===== src/rtl/dmem_pkg.sv =====
`default_nettype none
// +----------------------------------------------------------------------------+
// | dmem_pkg : address map, STATUS layout and region decode for dmem_responder |
// | Revision : 1.0                                                             |
// +----------------------------------------------------------------------------+
package dmem_pkg;

  localparam logic [31:0] MMIO_BASE  = 32'h8000_0000;

  localparam logic [3:0]  OFF_TXDATA = 4'h0;
  localparam logic [3:0]  OFF_STATUS = 4'h4;
  localparam logic [3:0]  OFF_CYCLE  = 4'h8;

  localparam int STAT_FULL   = 0;
  localparam int STAT_EMPTY  = 1;
  localparam int STAT_OVF    = 2;
  localparam int STAT_CNT_LO = 8;
  localparam int STAT_CNT_HI = 15;

  typedef enum logic [2:0] {
    SEL_RAM,
    SEL_TXDATA,
    SEL_STATUS,
    SEL_CYCLE,
    SEL_NONE
  } sel_e;

  // Only bit 31 and bits [3:2] take part in the decode; everything else aliases.
  function automatic sel_e decode_sel(input logic [31:0] addr);
    sel_e s;
    if (addr[31] != MMIO_BASE[31]) begin
      s = SEL_RAM;
    end else begin
      case ({addr[3:2], 2'b00})
        OFF_TXDATA: s = SEL_TXDATA;
        OFF_STATUS: s = SEL_STATUS;
        OFF_CYCLE:  s = SEL_CYCLE;
        default:    s = SEL_NONE;
      endcase
    end
    return s;
  endfunction

endpackage
`default_nettype wire


===== src/rtl/tx_fifo.sv =====
`default_nettype none
// +----------------------------------------------------------------------------+
// | tx_fifo : byte FIFO, drops pushes when full (dropped pulses for the caller)|
// | Revision : 1.0                                                             |
// +----------------------------------------------------------------------------+
module tx_fifo #(
  parameter int DEPTH = 4
) (
  input  logic                     clk,
  input  logic                     reset,
  input  logic                     push,
  input  logic [7:0]               push_data,
  input  logic                     pop,
  output logic                     full,
  output logic                     empty,
  output logic                     dropped,
  output logic [$clog2(DEPTH):0]   count,
  output logic [7:0]               head
);

  localparam int AW = $clog2(DEPTH);

  typedef logic [AW-1:0] ptr_t;
  typedef logic [AW:0]   cnt_t;

  localparam cnt_t FULL_CNT = cnt_t'(DEPTH);

  logic [7:0] mem [DEPTH];
  ptr_t       wr_ptr;
  ptr_t       rd_ptr;
  cnt_t       cnt;
  logic       do_push;
  logic       do_pop;

  assign full    = (cnt == FULL_CNT);
  assign empty   = (cnt == '0);
  assign do_push = push && !full;
  assign do_pop  = pop && !empty;
  assign dropped = push && full;
  assign count   = cnt;
  assign head    = empty ? 8'h00 : mem[rd_ptr];

  always_ff @(posedge clk) begin
    if (!reset && do_push) begin
      mem[wr_ptr] <= push_data;
    end
  end

  // Power-of-two depth lets the pointers wrap naturally.
  always_ff @(posedge clk) begin
    if (reset) begin
      wr_ptr <= '0;
      rd_ptr <= '0;
      cnt    <= '0;
    end else begin
      if (do_push) begin
        wr_ptr <= wr_ptr + ptr_t'(1);
      end
      if (do_pop) begin
        rd_ptr <= rd_ptr + ptr_t'(1);
      end
      case ({do_push, do_pop})
        2'b10:   cnt <= cnt + cnt_t'(1);
        2'b01:   cnt <= cnt - cnt_t'(1);
        default: cnt <= cnt;
      endcase
    end
  end

endmodule
`default_nettype wire


===== src/rtl/dmem_responder.sv =====
`default_nettype none
// +----------------------------------------------------------------------------+
// | dmem_responder : RAM + console/cycle MMIO; DMEM_CYCLE_COUNTER_EN adds CYCLE|
// | Revision : 1.0                                                             |
// +----------------------------------------------------------------------------+
module dmem_responder
  import dmem_pkg::*;
#(
  parameter int RAM_WORDS = 64,
  parameter int TXQ_DEPTH = 4
) (
  input  logic        clk,
  input  logic        reset,
  input  logic        we,
  input  logic [31:0] a,
  input  logic [31:0] wd,
  output logic [31:0] rd,
  output logic [7:0]  tx_data,
  output logic        tx_valid,
  input  logic        tx_ready
);

  localparam int RAW = $clog2(RAM_WORDS);
  localparam int CW  = $clog2(TXQ_DEPTH) + 1;

  sel_e            sel;
  logic [RAW-1:0]  ram_idx;
  logic [31:0]     ram [RAM_WORDS];
  logic            fifo_full;
  logic            fifo_empty;
  logic            fifo_dropped;
  logic [CW-1:0]   fifo_count;
  logic [7:0]      cnt8;
  logic            overflow;
  logic [31:0]     status_word;
  logic [31:0]     cycle_val;
  logic            unused_addr;

  assign sel         = decode_sel(a);
  assign ram_idx     = a[RAW+1:2];
  assign unused_addr = ^{a[30:4], a[1:0]};

  always_ff @(posedge clk) begin
    if (!reset && we && (sel == SEL_RAM)) begin
      ram[ram_idx] <= wd;
    end
  end

  tx_fifo #(
    .DEPTH (TXQ_DEPTH)
  ) u_tx_fifo (
    .clk       (clk),
    .reset     (reset),
    .push      (we && (sel == SEL_TXDATA)),
    .push_data (wd[7:0]),
    .pop       (tx_valid && tx_ready),
    .full      (fifo_full),
    .empty     (fifo_empty),
    .dropped   (fifo_dropped),
    .count     (fifo_count),
    .head      (tx_data)
  );

  assign tx_valid = !fifo_empty;

  // Writes to STATUS and a dropped push never coincide (different addresses).
  always_ff @(posedge clk) begin
    if (reset) begin
      overflow <= 1'b0;
    end else if (we && (sel == SEL_STATUS)) begin
      overflow <= 1'b0;
    end else if (fifo_dropped) begin
      overflow <= 1'b1;
    end
  end

  if (CW >= 8) begin : g_cnt_trunc
    assign cnt8 = fifo_count[7:0];
  end else begin : g_cnt_ext
    assign cnt8 = {{(8-CW){1'b0}}, fifo_count};
  end

  always_comb begin
    status_word                          = '0;
    status_word[STAT_FULL]               = fifo_full;
    status_word[STAT_EMPTY]              = fifo_empty;
    status_word[STAT_OVF]                = overflow;
    status_word[STAT_CNT_HI:STAT_CNT_LO] = cnt8;
  end

`ifdef DMEM_CYCLE_COUNTER_EN
  logic [31:0] cycle_cnt;

  always_ff @(posedge clk) begin
    if (reset) begin
      cycle_cnt <= '0;
    end else if (we && (sel == SEL_CYCLE)) begin
      cycle_cnt <= wd;
    end else begin
      cycle_cnt <= cycle_cnt + 32'd1;
    end
  end

  assign cycle_val = cycle_cnt;
`else
  assign cycle_val = '0;
`endif

  always_comb begin
    rd = '0;
    case (sel)
      SEL_RAM:    rd = ram[ram_idx];
      SEL_STATUS: rd = status_word;
      SEL_CYCLE:  rd = cycle_val;
      default:    rd = '0;
    endcase
  end

endmodule
`default_nettype wire

===== config.mk =====
export PLATFORM = sky130hd
export DESIGN_NAME = dmem_responder
export DESIGN_NICKNAME = d
export VERILOG_FILES = /design/src/rtl/dmem_pkg.sv /design/src/rtl/tx_fifo.sv /design/src/rtl/dmem_responder.sv
export SDC_FILE = /design/constraint.sdc
export NUM_CORES = 2
export LEC_CHECK = 0
export ABC_AREA = 0
export BUFFER_PORTS_ARGS = -buffer_cell sky130_fd_sc_hd__buf_2
export CAP_MARGIN = 15
export CELL_PAD_IN_SITES_DETAIL_PLACEMENT = 0
export CELL_PAD_IN_SITES_GLOBAL_PLACEMENT = 2
export CORE_ASPECT_RATIO = 0.9
export CORE_MARGIN = 1
export CORE_UTILIZATION = 49
export DETAILED_ROUTE_END_ITERATION = 10
export PLACE_DENSITY = 0.82
export SETUP_SLACK_MARGIN = 0.3
export SYNTH_ARGS = -nofsm -noshare
export SYNTH_HDL_FRONTEND = slang
export SYNTH_SLANG_ARGS = --single-unit

===== constraint.sdc =====
create_clock -name clk -period 6.4 [get_ports clk]
set_clock_uncertainty 0.1 [all_clocks]
set_input_delay 0.64 -clock clk [delete_from_list [all_inputs] [get_ports clk]]
set_output_delay 0.64 -clock clk [all_outputs]
set_load 0.1 [all_outputs]

==> impl_metrics.yaml <==
outcome:
  outcome: "completed"
synthesis:
  ys_warn_count: 0
  syn_inst: 4439
  synth_area_leaders: "edfxtp_1 (77%), mux2i_1 (3.4%), mux4_2 (3.1%), a221oi_1 (2.5%), mux2_2 (1.6%)"
  synthFlopType: "edfxtp_1"
  synth_top_area_share_pct: 77.1
  syn_area_per_cell_um2: 18.2
  ys_ff_latch: 2090
  synth_nets: 4516
  async_reset_ff_share_pct: 0
  synth_area_leader_cell: "edfxtp_1"
  synth_edf_count: 2080
  post-synth-top-count-cell: "edfxtp_1"
  syn_area_um2: 81000
  yosysUniqueCellTypes: 70
  netlist_top_cells_count: "edfxtp_1 (2,080), mux2i_1 (274), a221oi_1 (230)"
  yosysSeqAreaShare_pct: 77.4
floorplanning:
  row_count: 141
  fp.dieH_um: 388
  ios: 109
  coreArea_um2: 164000
  die_area_um2: 167000
  initial_core_util_pct: 49.4
  fp.dieW_um: 431
global_routing:
  grt_usage_pct: 30.6
  grt_antenna_before_repair: 15
  grt_pass1_vias: 44800
  grt.overflow.total: 0
  grt_start_max_net_pins: 81
  grt_pass1_wl_um: 354000
critical_path:
  cp_max_fo: 65
  reg2reg_from: "u_tx_fifo.count[2]"
  crit_arrival_ps: 4350
  worstRegToRegCells: 8
  start_kind: "input pin"
  cp.required_ps: 5660
  r2r-end: "u_tx_fifo.count[2]"
  ff2ff_setup_slack_ps: 3620
  end_kind: "output port"
  crit_type: "input pin to output port"
worst_hold_path:
  min_path_type: "input pin to flop"
  hold_end: "ram[50][11]"
  hp-start: "wd[11]"
  min_path_cells: 1
detailed_routing:
  wire_per_inst_um: 37.0
  m1WireLength_um: 97600
  num_vias: 47400
  wirelength_um: 258000
  drt-initial-drc-count: 7553
  top_layer_used: "met5"
  wl_met2_um: 117000
  drc_errors: 0
  wl_met3_um: 32400
  postRouteAntennaNets: 0
  viasPerCell: 6.80
  dr.pass1.iters: 7
timing:
  finalHoldWorstSlack_ps: 64.6
  rsz0062_at_grt: "false"
  post-route-period-util_pct: 79.5
  maxSlewViolCount: 0
  setup_viol: 0
  hold_violations: 0
  setup_ws_ps: 1310
  max_freq_mhz: 197
  setup_tns_ps: 0
  worstMarginPinSlew_ps: 1210
  timing.final.crit_period_ps: 5090
  slew_headroom_pct: 19.2
power_and_ir_drop:
  p_per_area_nw_per_um2: 307
  vdd_ir_drop_max_mv: 0.262
  p_leak_nw: 29.6
  total_power_mw: 28.3
placed_design:
  hpwl_um: 150000
  io_buffers: 83
  place_ws_ps: 1390
  place_inst: 6603
  globalplace.congestion: 0.855
final_layout:
  drive_gt1_share_pct: 19.2
  register_area_um2: 62700
  area_growth_pct: 13.8
  multi_input_area_um2: 16900
  fillerInstances: 12400
  fin_cells: 6968
  layout.nets: 4744
clock_network:
  clkLatencyLatePin_ps: 830
  root_buffer: "clkbuf_16"
  cts_num_sinks: 2090
  h-tree-depth: 4
  clock_path_buffers: 3
  cts_tree: "yes"
  cts-buffers-inserted: 194
  cts_resized: 0
  clk_pin_slew_ps: 60
run:
  maxCapViolCount: 0
where the power goes:
part | leakage [nW] | internal (mW) | switching (mW)
clock | 2.97 | 6.27 | 5.00
sequential | 18.8 | 15.1 | 0.0131
combinational | 7.82 | 0.541 | 1.38
total | 29.6 | 21.9 | 6.39
routing by layer:
layer | global-route usage (%) | vias to the layer above
met5 | 0 | -
met4 | 11.8 | 20
met3 | 6.86 | 532
met2 | 46.4 | 3454
met1 | 43.3 | 24600
li1 | - | 18800
cells in the final DEF, fill, tap and decap left out, types with 11 or more instances in the layout:
cell type,instances
nand3_1,15
a22oi_1,120
and2_1,14
edfxtp_1,2080
clkbuf_16,197
o21ai_1,14
nor2_1,116
inv_1,50
nand2_1,155
buf_4,201
bufinv_16,16
nor2_4,69
o21a_1,13
o2bb2ai_1,14
a221oi_1,230
o32ai_1,45
mux2i_1,274
a211oi_1,11
mux2_1,38
clkinv_1,55
o31ai_1,27
o22a_1,19
o22ai_1,132
mux4_2,110
o21ai_0,95
mux2_2,115
clkbuf_1,39
a221o_1,47
a222oi_1,16
a22o_1,23
a21oi_1,110
a41oi_1,13
a31oi_1,21
buf_2,57
clkinv_2,28
buf_12,85
what timing repair did:
item                                   CTS  global route
hold buffers                             1             0
endpoints found under the hold margin    1             0
setup buffers                            0             0
per-stage QoR:
stage | area [um2] | util (%)
detailed placement | 85800 | 52.3
finish | 92100 | 56.2
global route | 92100 | 56.1
floorplan | 81000 | -
CTS | 91900 | 56.0
global placement | 85800 | 52.3
area by class of cell:
| cell class | instances | area share (%) |
|---|---|---|
| Sequential cell | 2090 | 68.0 |
| Tap cell | 2145 | 2.91 |
| Clock buffer | 236 | 5.51 |
| Timing Repair Buffer | 348 | 3.87 |
| Inverter | 53 | 0.227 |
| Clock inverter | 113 | 1.07 |
| Antenna cell | 3 | 0.00815 |
| Multi-Input combinational cell | 1980 | 18.4 |
registers in the layout (all words and copies together) (netlist names), named ones only:
name / flops
overflow: 1
u_tx_fifo.mem: 32
u_tx_fifo.wr_ptr: 2
u_tx_fifo.rd_ptr: 2
u_tx_fifo.count: 3
ram: 2048
worst max-delay path, cell delays in order:
cell,delay [ps]
buf_8,440
nor2b_4,1050
buf_4,410
a22oi_1,140
o22ai_1,160
a22oi_1,240
o211a_1,300
a41oi_1,540
buf_12,250
worst max-delay path by stage:
stage / from / endpoint / slack, ps / depth (start not counted)
3_5_place_dp: a[4] / rd[23] / 1390 / 8
3_3_place_gp: a[4] / rd[23] / 1360 / 8
4_1_cts: a[4] / rd[23] / 1390 / 8
2_1_floorplan: a[2] / rd[2] / 930 / 10
5_1_grt: a[2] / rd[25] / 1410 / 9
6_report: a[2] / rd[21] / 1310 / 9
kinds of logic (layout without fill, tap and decap cells):
logic type / count (synthesis) / count (layout) / share of synthesized area, %
AO/OA/AOI/OAI: 990 / 990 / 9.07
XOR/XNOR: 5 / 5 / 0.0541
adder cells (fa/ha/maj): 9 / 9 / 0.148
buffers and inverters: 369 / 750 / 2.43
flip-flops: 2090 / 2090 / 77.4
multiplexers: 537 / 537 / 8.57
other: 0 / 3 / 0
AND/OR/NAND/NOR: 439 / 439 / 2.35
Note: power is estimated with default switching activity, not from simulation.
